<file path="config.mk">
export PLATFORM = sky130hd
export DESIGN_NAME = mp_calc_sequencer
export DESIGN_NICKNAME = d
export VERILOG_FILES = /design/src/rtl/mp_calc_sequencer.sv
export SDC_FILE = /design/constraint.sdc
export NUM_CORES = 1
export LEC_CHECK = 0
export ABC_CLOCK_PERIOD_IN_PS = 18500
export CAP_MARGIN = 20
export CORE_MARGIN = 5
export CORE_UTILIZATION = 50
export CTS_CLUSTER_DIAMETER = 30
export DETAILED_ROUTE_END_ITERATION = 10
export GPL_ROUTABILITY_DRIVEN = 0
export GPL_TIMING_DRIVEN = 0
export PLACE_DENSITY = 0.73
export SLEW_MARGIN = 20
export SYNTH_ARGS = -nofsm -noshare
export SYNTH_HDL_FRONTEND = slang
export SYNTH_SLANG_ARGS = --single-unit
</file>
<file path="constraint.sdc">
create_clock -name clk -period 18.5 [get_ports clk]
set_input_delay 3.7 -clock clk [delete_from_list [all_inputs] [get_ports clk]]
set_output_delay 3.7 -clock clk [all_outputs]
set_load 0.05 [all_outputs]
</file>
<file path="src/rtl/mp_calc_sequencer.sv">
// Command sequencer for MP_calculator: buffers commands, issues them one at a time with a
// compute strobe, waits a fixed opcode latency and returns the result. Option: MP_SEQ_OPCHECK_EN.
module mp_calc_sequencer #(
   parameter int DEPTH     = 4,
   parameter int LAT_BASIC = 8,
   parameter int LAT_EXT   = 96
) (
   input  logic        clk,
   input  logic        reset,
   input  logic        cmd_valid,
   output logic        cmd_ready,
   input  logic [7:0]  cmd_opcode,
   input  logic [15:0] cmd_A,
   input  logic [15:0] cmd_B,
   input  logic [15:0] cmd_C,
   input  logic [15:0] cmd_D,
   output logic [15:0] calc_A,
   output logic [15:0] calc_B,
   output logic [15:0] calc_C,
   output logic [15:0] calc_D,
   output logic [7:0]  calc_opcode,
   output logic        calc_compute,
   input  logic [15:0] calc_out,
   input  logic [15:0] calc_im,
   output logic        res_valid,
   input  logic        res_ready,
   output logic [15:0] res_out,
   output logic [15:0] res_im,
   output logic [7:0]  res_opcode,
   output logic        res_err
);

   localparam int AW      = $clog2(DEPTH);
   localparam int LAT_MAX = (LAT_BASIC > LAT_EXT) ? LAT_BASIC : LAT_EXT;
   localparam int CW      = $clog2(LAT_MAX + 1);

   localparam logic [AW:0]   FULL_FILL = (AW + 1)'(DEPTH);
   localparam logic [AW:0]   PTR_ONE   = (AW + 1)'(1);
   localparam logic [CW-1:0] CNT_BASIC = CW'(LAT_BASIC);
   localparam logic [CW-1:0] CNT_EXT   = CW'(LAT_EXT);
   localparam logic [CW-1:0] CNT_ONE   = CW'(1);

   typedef struct packed {
      logic [7:0]  op;
      logic [15:0] a;
      logic [15:0] b;
      logic [15:0] c;
      logic [15:0] d;
   } cmd_t;

   typedef enum logic [1:0] {
      S_IDLE,
      S_ISSUE,
      S_WAIT,
      S_HOLD
   } state_t;

   // ---------------- command FIFO ----------------
   cmd_t        mem_q [DEPTH];
   cmd_t        rd_data_q;
   cmd_t        cmd_in;
   logic [AW:0] wr_ptr_q, wr_ptr_d;
   logic [AW:0] rd_ptr_q, rd_ptr_d;
   logic [AW:0] fill;
   logic        full;
   logic        empty;
   logic        push;
   logic        pop;

   assign cmd_in    = {cmd_opcode, cmd_A, cmd_B, cmd_C, cmd_D};
   assign fill      = wr_ptr_q - rd_ptr_q;
   assign full      = (fill == FULL_FILL);
   assign empty     = (wr_ptr_q == rd_ptr_q);
   assign cmd_ready = reset & ~full;
   assign push      = cmd_valid & cmd_ready;
   assign wr_ptr_d  = push ? (wr_ptr_q + PTR_ONE) : wr_ptr_q;
   assign rd_ptr_d  = pop  ? (rd_ptr_q + PTR_ONE) : rd_ptr_q;

   // Storage and its read register carry no reset so they map onto block RAM.
   always_ff @(posedge clk) begin
      if (push) begin
         mem_q[wr_ptr_q[AW-1:0]] <= cmd_in;
      end
      if (pop) begin
         rd_data_q <= mem_q[rd_ptr_q[AW-1:0]];
      end
   end

   always_ff @(posedge clk or negedge reset) begin
      if (!reset) begin
         wr_ptr_q <= '0;
         rd_ptr_q <= '0;
      end else begin
         wr_ptr_q <= wr_ptr_d;
         rd_ptr_q <= rd_ptr_d;
      end
   end

   // ---------------- sequencer FSM ----------------
   state_t        state_q, state_d;
   logic          rd_pend_q, rd_pend_d;
   logic [CW-1:0] cnt_q, cnt_d;
   cmd_t          calc_q, calc_d;
   logic [15:0]   res_out_q, res_out_d;
   logic [15:0]   res_im_q, res_im_d;
   logic [7:0]    res_op_q, res_op_d;
   logic          res_valid_q, res_valid_d;
   logic          res_err_q, res_err_d;
   logic          op_illegal;

`ifdef MP_SEQ_OPCHECK_EN
   assign op_illegal = (rd_data_q.op > 8'd9);
`else
   assign op_illegal = 1'b0;
`endif

   // IDLE spends one cycle popping into the read register and one cycle loading the operands.
   always_comb begin
      state_d     = state_q;
      rd_pend_d   = rd_pend_q;
      cnt_d       = cnt_q;
      calc_d      = calc_q;
      res_out_d   = res_out_q;
      res_im_d    = res_im_q;
      res_op_d    = res_op_q;
      res_valid_d = res_valid_q;
      res_err_d   = res_err_q;
      pop         = 1'b0;
      case (state_q)
         S_IDLE: begin
            if (rd_pend_q) begin
               rd_pend_d = 1'b0;
               if (op_illegal) begin
                  res_out_d   = '0;
                  res_im_d    = '0;
                  res_op_d    = rd_data_q.op;
                  res_err_d   = 1'b1;
                  res_valid_d = 1'b1;
                  state_d     = S_HOLD;
               end else begin
                  calc_d  = rd_data_q;
                  cnt_d   = (rd_data_q.op <= 8'd5) ? CNT_BASIC : CNT_EXT;
                  state_d = S_ISSUE;
               end
            end else if (!empty) begin
               pop       = 1'b1;
               rd_pend_d = 1'b1;
            end
         end
         S_ISSUE: begin
            state_d = S_WAIT;
         end
         S_WAIT: begin
            cnt_d = cnt_q - CNT_ONE;
            if (cnt_q <= CNT_ONE) begin
               res_out_d   = calc_out;
               res_im_d    = calc_im;
               res_op_d    = calc_q.op;
               res_err_d   = 1'b0;
               res_valid_d = 1'b1;
               state_d     = S_HOLD;
            end
         end
         S_HOLD: begin
            if (res_valid_q && res_ready) begin
               res_valid_d = 1'b0;
               res_err_d   = 1'b0;
               state_d     = S_IDLE;
            end
         end
         default: begin
            state_d = S_IDLE;
         end
      endcase
   end

   always_ff @(posedge clk or negedge reset) begin
      if (!reset) begin
         state_q     <= S_IDLE;
         rd_pend_q   <= 1'b0;
         cnt_q       <= '0;
         calc_q      <= '0;
         res_out_q   <= '0;
         res_im_q    <= '0;
         res_op_q    <= '0;
         res_valid_q <= 1'b0;
         res_err_q   <= 1'b0;
      end else begin
         state_q     <= state_d;
         rd_pend_q   <= rd_pend_d;
         cnt_q       <= cnt_d;
         calc_q      <= calc_d;
         res_out_q   <= res_out_d;
         res_im_q    <= res_im_d;
         res_op_q    <= res_op_d;
         res_valid_q <= res_valid_d;
         res_err_q   <= res_err_d;
      end
   end

   assign calc_compute = (state_q == S_ISSUE);
   assign calc_opcode  = calc_q.op;
   assign calc_A       = calc_q.a;
   assign calc_B       = calc_q.b;
   assign calc_C       = calc_q.c;
   assign calc_D       = calc_q.d;
   assign res_valid    = res_valid_q;
   assign res_out      = res_out_q;
   assign res_im       = res_im_q;
   assign res_opcode   = res_op_q;
   assign res_err      = res_err_q;

endmodule

</file>
# Word level (Yosys, flattened, before mapping)
# Memory sizes are Yosys's and may differ from the RTL's. A register that Yosys moved wholly into a read port is not among the register bits.
# Index checks and enable logic that the tools add are counted.
[classes]
n_reduce_logical = 9
magnitude_cmp = 2
mux = 17
bitwise_logic = 3
n_addsub = 4
eq_ne = 8
[ops]
columns = ["cell", "n"]
rows = [
  ["2-to-1 mux 7 bit", 2],
  ["one-hot mux 7 bit (2 select lines)", 1],
  ["less-or-equal comparator 8 x 3 -> 1 bit (second input constant)", 1],
  ["2-to-1 mux 1 bit", 8],
  ["one-hot mux 2 bit (4 select lines)", 1],
  ["less-or-equal comparator 7 x 1 -> 1 bit (second input constant)", 1],
  ["subtractor 7 x 1 -> 7 bit (second input constant)", 1],
  ["adder 3 x 1 -> 3 bit (second input constant)", 2],
  ["2-to-1 mux 2 bit", 3],
  ["!= test 2 bit (second input constant)", 3],
  ["AND reduction 2 bit", 3],
  ["AND reduction 3 bit", 2],
  ["equality test 2 bit (second input constant)", 2],
  ["one-hot mux 1 bit (2 select lines)", 2],
  ["nonzero test 2 bit", 2],
  ["equality test 3 bit", 1],
  ["equality test 3 bit (second input constant)", 1],
  ["subtractor 3 bit", 1],
  ["bitwise AND 1 bit", 2],
  ["equality test 2 x 1 -> 1 bit (second input constant)", 1],
  ["zero test 2 bit", 1],
  ["logical AND 1 bit", 1],
  ["NOT 1 bit", 1],
]
[totals]
out_inout_bits = 116
register_bits = 130
mem_count = 1
ramBits = 288
in_bits = 108
[mem_list]
columns = ["memory", "depth", "width", "rd", "rd_ports_with_merged_regs", "write_ports", "line_no", "rtl"]
rows = [
  ["mem_q", 4, 72, 1, 1, 1, "59", "cmd_t mem_q [DEPTH];"],
]

# Longest topological paths before layout
[logic_depth]
depth_word = 7
ltp_mapped = 8

# Least setup slack after synthesis
# OpenSTA, ideal clock, no wires.
[synth_timing]
path_type = "input-to-output"
start = "input reset"
end = "output cmd_ready"
t_required_ps = 14800
n_path_buf = 0
arrival_time_ps = 4527
setup_slack_ps = 10273
cell_stages = 2
cell_sequence = "inv_1 a31oi_1"
[synth_via]
elab_chain_cells = 1
[synth_lines]
columns = ["item", "line_no", "rtl"]
rows = [
  ["start: declaration", "9", "input logic reset,"],
  ["bitwise AND 1 bit", "74", "assign cmd_ready = reset & ~full;"],
  ["end: declaration", "11", "output logic cmd_ready,"],
]
# Every way passes these cells.

# Final worst setup path
# Same ends and word-level chain as after synthesis.

==> impl_metrics.py <==
metrics = {
    "synthesis": {
        "synth_cells": 811,
        "synth.distinct_cells": 42,
        "netlist.area_leader.share_pct": 60.1,
        "ys_ff_latch": 489,
        "syn-num-nets": 932,
        "postSynthAreaPerCell_sq_um": 22.2,
        "ys_seq_area_share_pct": 78.1,
        "synth_warnings": 0,
        "yosysTopAreaCell": "edfxtp_1",
        "synthTopCellsByArea": "edfxtp_1, dfrtp_1, mux4_2",
        "synth_area_sq_um": 18000,
    },
    "route": {
        "vias": 8947,
        "wl_um": 37700,
        "drc_errors": 0,
        "initialDrtViolationCount": 471,
        "dr.pass1.iters": 5,
        "ant_nets": 0,
        "wl_per_cell_um": 22.3,
        "viasPerCell": 5.29,
    },
    "clocking": {
        "root_buffer": "clkbuf_16",
        "tritoncts": "built",
        "postCtsSetupBuffers": 0,
        "cts.repair.resized": 0,
        "clock_sinks": 489,
        "clk_pin_slew_worst_paths_ns": 0.04,
        "clk_latency_ns": 0.61,
        "hold_buffers": 0,
        "cts-buffers-inserted": 95,
        "htree_levels": 3,
        "clockBufferDepth": 3,
    },
    "status": {
        "status": "complete, no violations",
    },
    "sta": {
        "holdWs_ns": 0.471,
        "rsz0062_at_grt": "false",
        "report.final.hold_viol_count": 0,
        "max_slew.worst_pin.slew_ns": 0.895,
        "fin_crit_sh_pct": 48.9,
        "setup_viol": 0,
        "drv_slew": 0,
        "fin_tns_setup_ns": 0,
        "finalCriticalPeriod_ns": 9.04,
        "slew_headroom_pct": 40.3,
        "fmax_mhz": 111,
        "worst_slack_ns": 9.46,
        "fin_worst_skew_ns": 0.0263,
    },
    "pwr": {
        "vdd.ir_drop.worst_mv": 0.154,
        "power_density_nw_per_um2": 198,
        "leakage_nw": 9.03,
    },
    "worst_setup_path": {
        "cp.required_ns": 14.80,
        "cp-end-kind": "primary output",
        "path_max_fanout": 72,
        "start_kind": "input port",
        "crit_arrival_ns": 5.34,
        "path_class": "input port to primary output",
    },
    "die": {
        "rows": 69,
        "core-area_sq_um": 35600,
        "initial_core_util_pct": 50.5,
        "die_width_um": 200,
        "die_h_um": 200,
        "die_area_sq_um": 39800,
        "boundaryPins": 224,
    },
    "global_routing": {
        "grt_use_total_pct": 19.0,
        "antenna_found_initial": 0,
        "grt_max_degree": 73,
        "grt_pass1_wl_um": 57400,
        "grt_pass1_vias": 9981,
        "grt_overflow_total": 0,
    },
    "place": {
        "dpl.hpwl_um": 22900,
        "pre_cts_ws_ns": 9.42,
        "port_buffers": 222,
        "dpl_cell_area_sq_um": 21200,
    },
    "layout": {
        "drive_gt1_share_pct": 31.7,
        "syn_to_final_growth_pct": 36.2,
        "fin_nets": 1268,
        "final_area_sq_um": 24500,
        "num_antenna_cells": 0,
    },
    "job": {
        "cap_violations": 0,
    },
    "min_path": {
        "worstHoldPathType": "register to register",
    },
}
## routing by layer
metal,vias to the layer above,share of wire [%],track usage (%)
met2,298,50,31.7
met1,4621,41,24.5
met5,-,0,0
met4,0,2.4,6.67
li1,3955,-,-
met3,73,6.7,4.94
## through the flow
stage | utilization [%] | total power, mW | std cells
after detailed placement | 59.5 | 3.16 | 1511
after global routing | 68.9 | 5.06 | 1691
after CTS | 68.9 | 4.92 | 1691
after global placement | 58.4 | 3.11 | 1494
final | 68.9 | 4.86 | 1691
after floorplan | - | 2.63 | 811
## cell usage in the layout (no fill, tap or decap), types with 7 or more instances in the layout
| master | Yosys | final |
|---|---|---|
| a21oi_1 | 7 | 7 |
| mux4_2 | 72 | 72 |
| mux2_2 | 74 | 74 |
| dfrtp_1 | 129 | 129 |
| bufinv_16 | 0 | 12 |
| nand2_1 | 14 | 14 |
| buf_2 | 14 | 14 |
| ha_1 | 13 | 13 |
| clkinvlp_4 | 0 | 11 |
| edfxtp_1 | 360 | 360 |
| clkbuf_8 | 0 | 9 |
| clkbuf_16 | 0 | 98 |
| mux2_4 | 40 | 40 |
| clkdlybuf4s50_1 | 0 | 221 |
| buf_6 | 4 | 9 |
| buf_16 | 0 | 9 |
| clkbuf_1 | 10 | 26 |
| inv_1 | 13 | 13 |
| clkinv_2 | 0 | 18 |
## state kept, by name, summed over array words and instances, names as in the netlist
| name | cells |
|---|---|
| mem_q | 288 |
| rd_data_q | 72 |
| calc_A | 16 |
| calc_B | 16 |
| calc_C | 16 |
| calc_D | 16 |
| res_im | 16 |
| res_out | 16 |
| calc_opcode | 8 |
| res_opcode | 8 |
| cnt_q | 7 |
| rd_ptr_q | 3 |
| wr_ptr_q | 3 |
| state_q | 2 |
| rd_pend_q | 1 |
| res_valid | 1 |
## cell usage after synthesis, drive strengths merged
master and n:
edfxtp 360, dfrtp 129, mux2 114, mux4 72, buf 21, nand2 15
ha 13, inv 13, clkbuf 10, a21oi 7, o21ai 6, a31oi 4
mux2i 4, nor2b 4, xnor2 4, a21o 3, and2 3, nor2 3
nor3 3, o221ai 3, and3 2, nand2b 2, nor4 2, xor2 2
a211o 1, a221o 1, a311oi 1, conb 1, nand3 1, o21ba 1
o22a 1, o22ai 1, o31a 1, o31ai 1, or3 1, or4 1
## cell families after synthesis
kind of cell	Yosys count	synth area share, %
multiplexers	190	17.2
adder cells (fa/ha/maj)	13	0.905
flip-flops	489	78.1
other	1	0.0209
XOR/XNOR	6	0.292
AND/OR/NAND/NOR	37	1.11
buffers and inverters	44	1.20
AO/OA/AOI/OAI	31	1.16
## area by class of cell
class / instances / area, sq um
sequential: 489 / 14000
multi-input combinational: 278 / 3760
inverter: 13 / 48.8
clock inverter: 57 / 684
tap: 461 / 577
timing repair buffer: 239 / 2580
clock buffer: 123 / 2640
buffer: 31 / 168
fill: 2243 / 11100
## power by group
part	internal [mW]	switching, mW
combinational	0.606	0.881
clock	1.17	0.557
sequential	1.51	0.126
## path summary, 6_finish.rpt
kind | start | to | slack, ns | depth (start not counted)
min in group asynchronous | reset | rd_pend_q | 3.11 | 1
setup reg to reg | rd_ptr_q[1] | mem_q[0][29] | 14.52 | 9
hold reg to reg | rd_data_q[30] | calc_C[14] | 0.47 | 1
hold / removal | rd_data_q[30] | calc_C[14] | 0.47 | 1
max in group asynchronous | reset | calc_A[9] | 14.66 | 2
setup / recovery | reset | cmd_ready | 9.46 | 4
## critical path, cell delays in order
cell	delay, ns
buf_8	0.47
inv_1	0.08
a31oi_1	0.17
clkdlybuf4s50_1	0.88
Power figures use the tool's default switching activity.
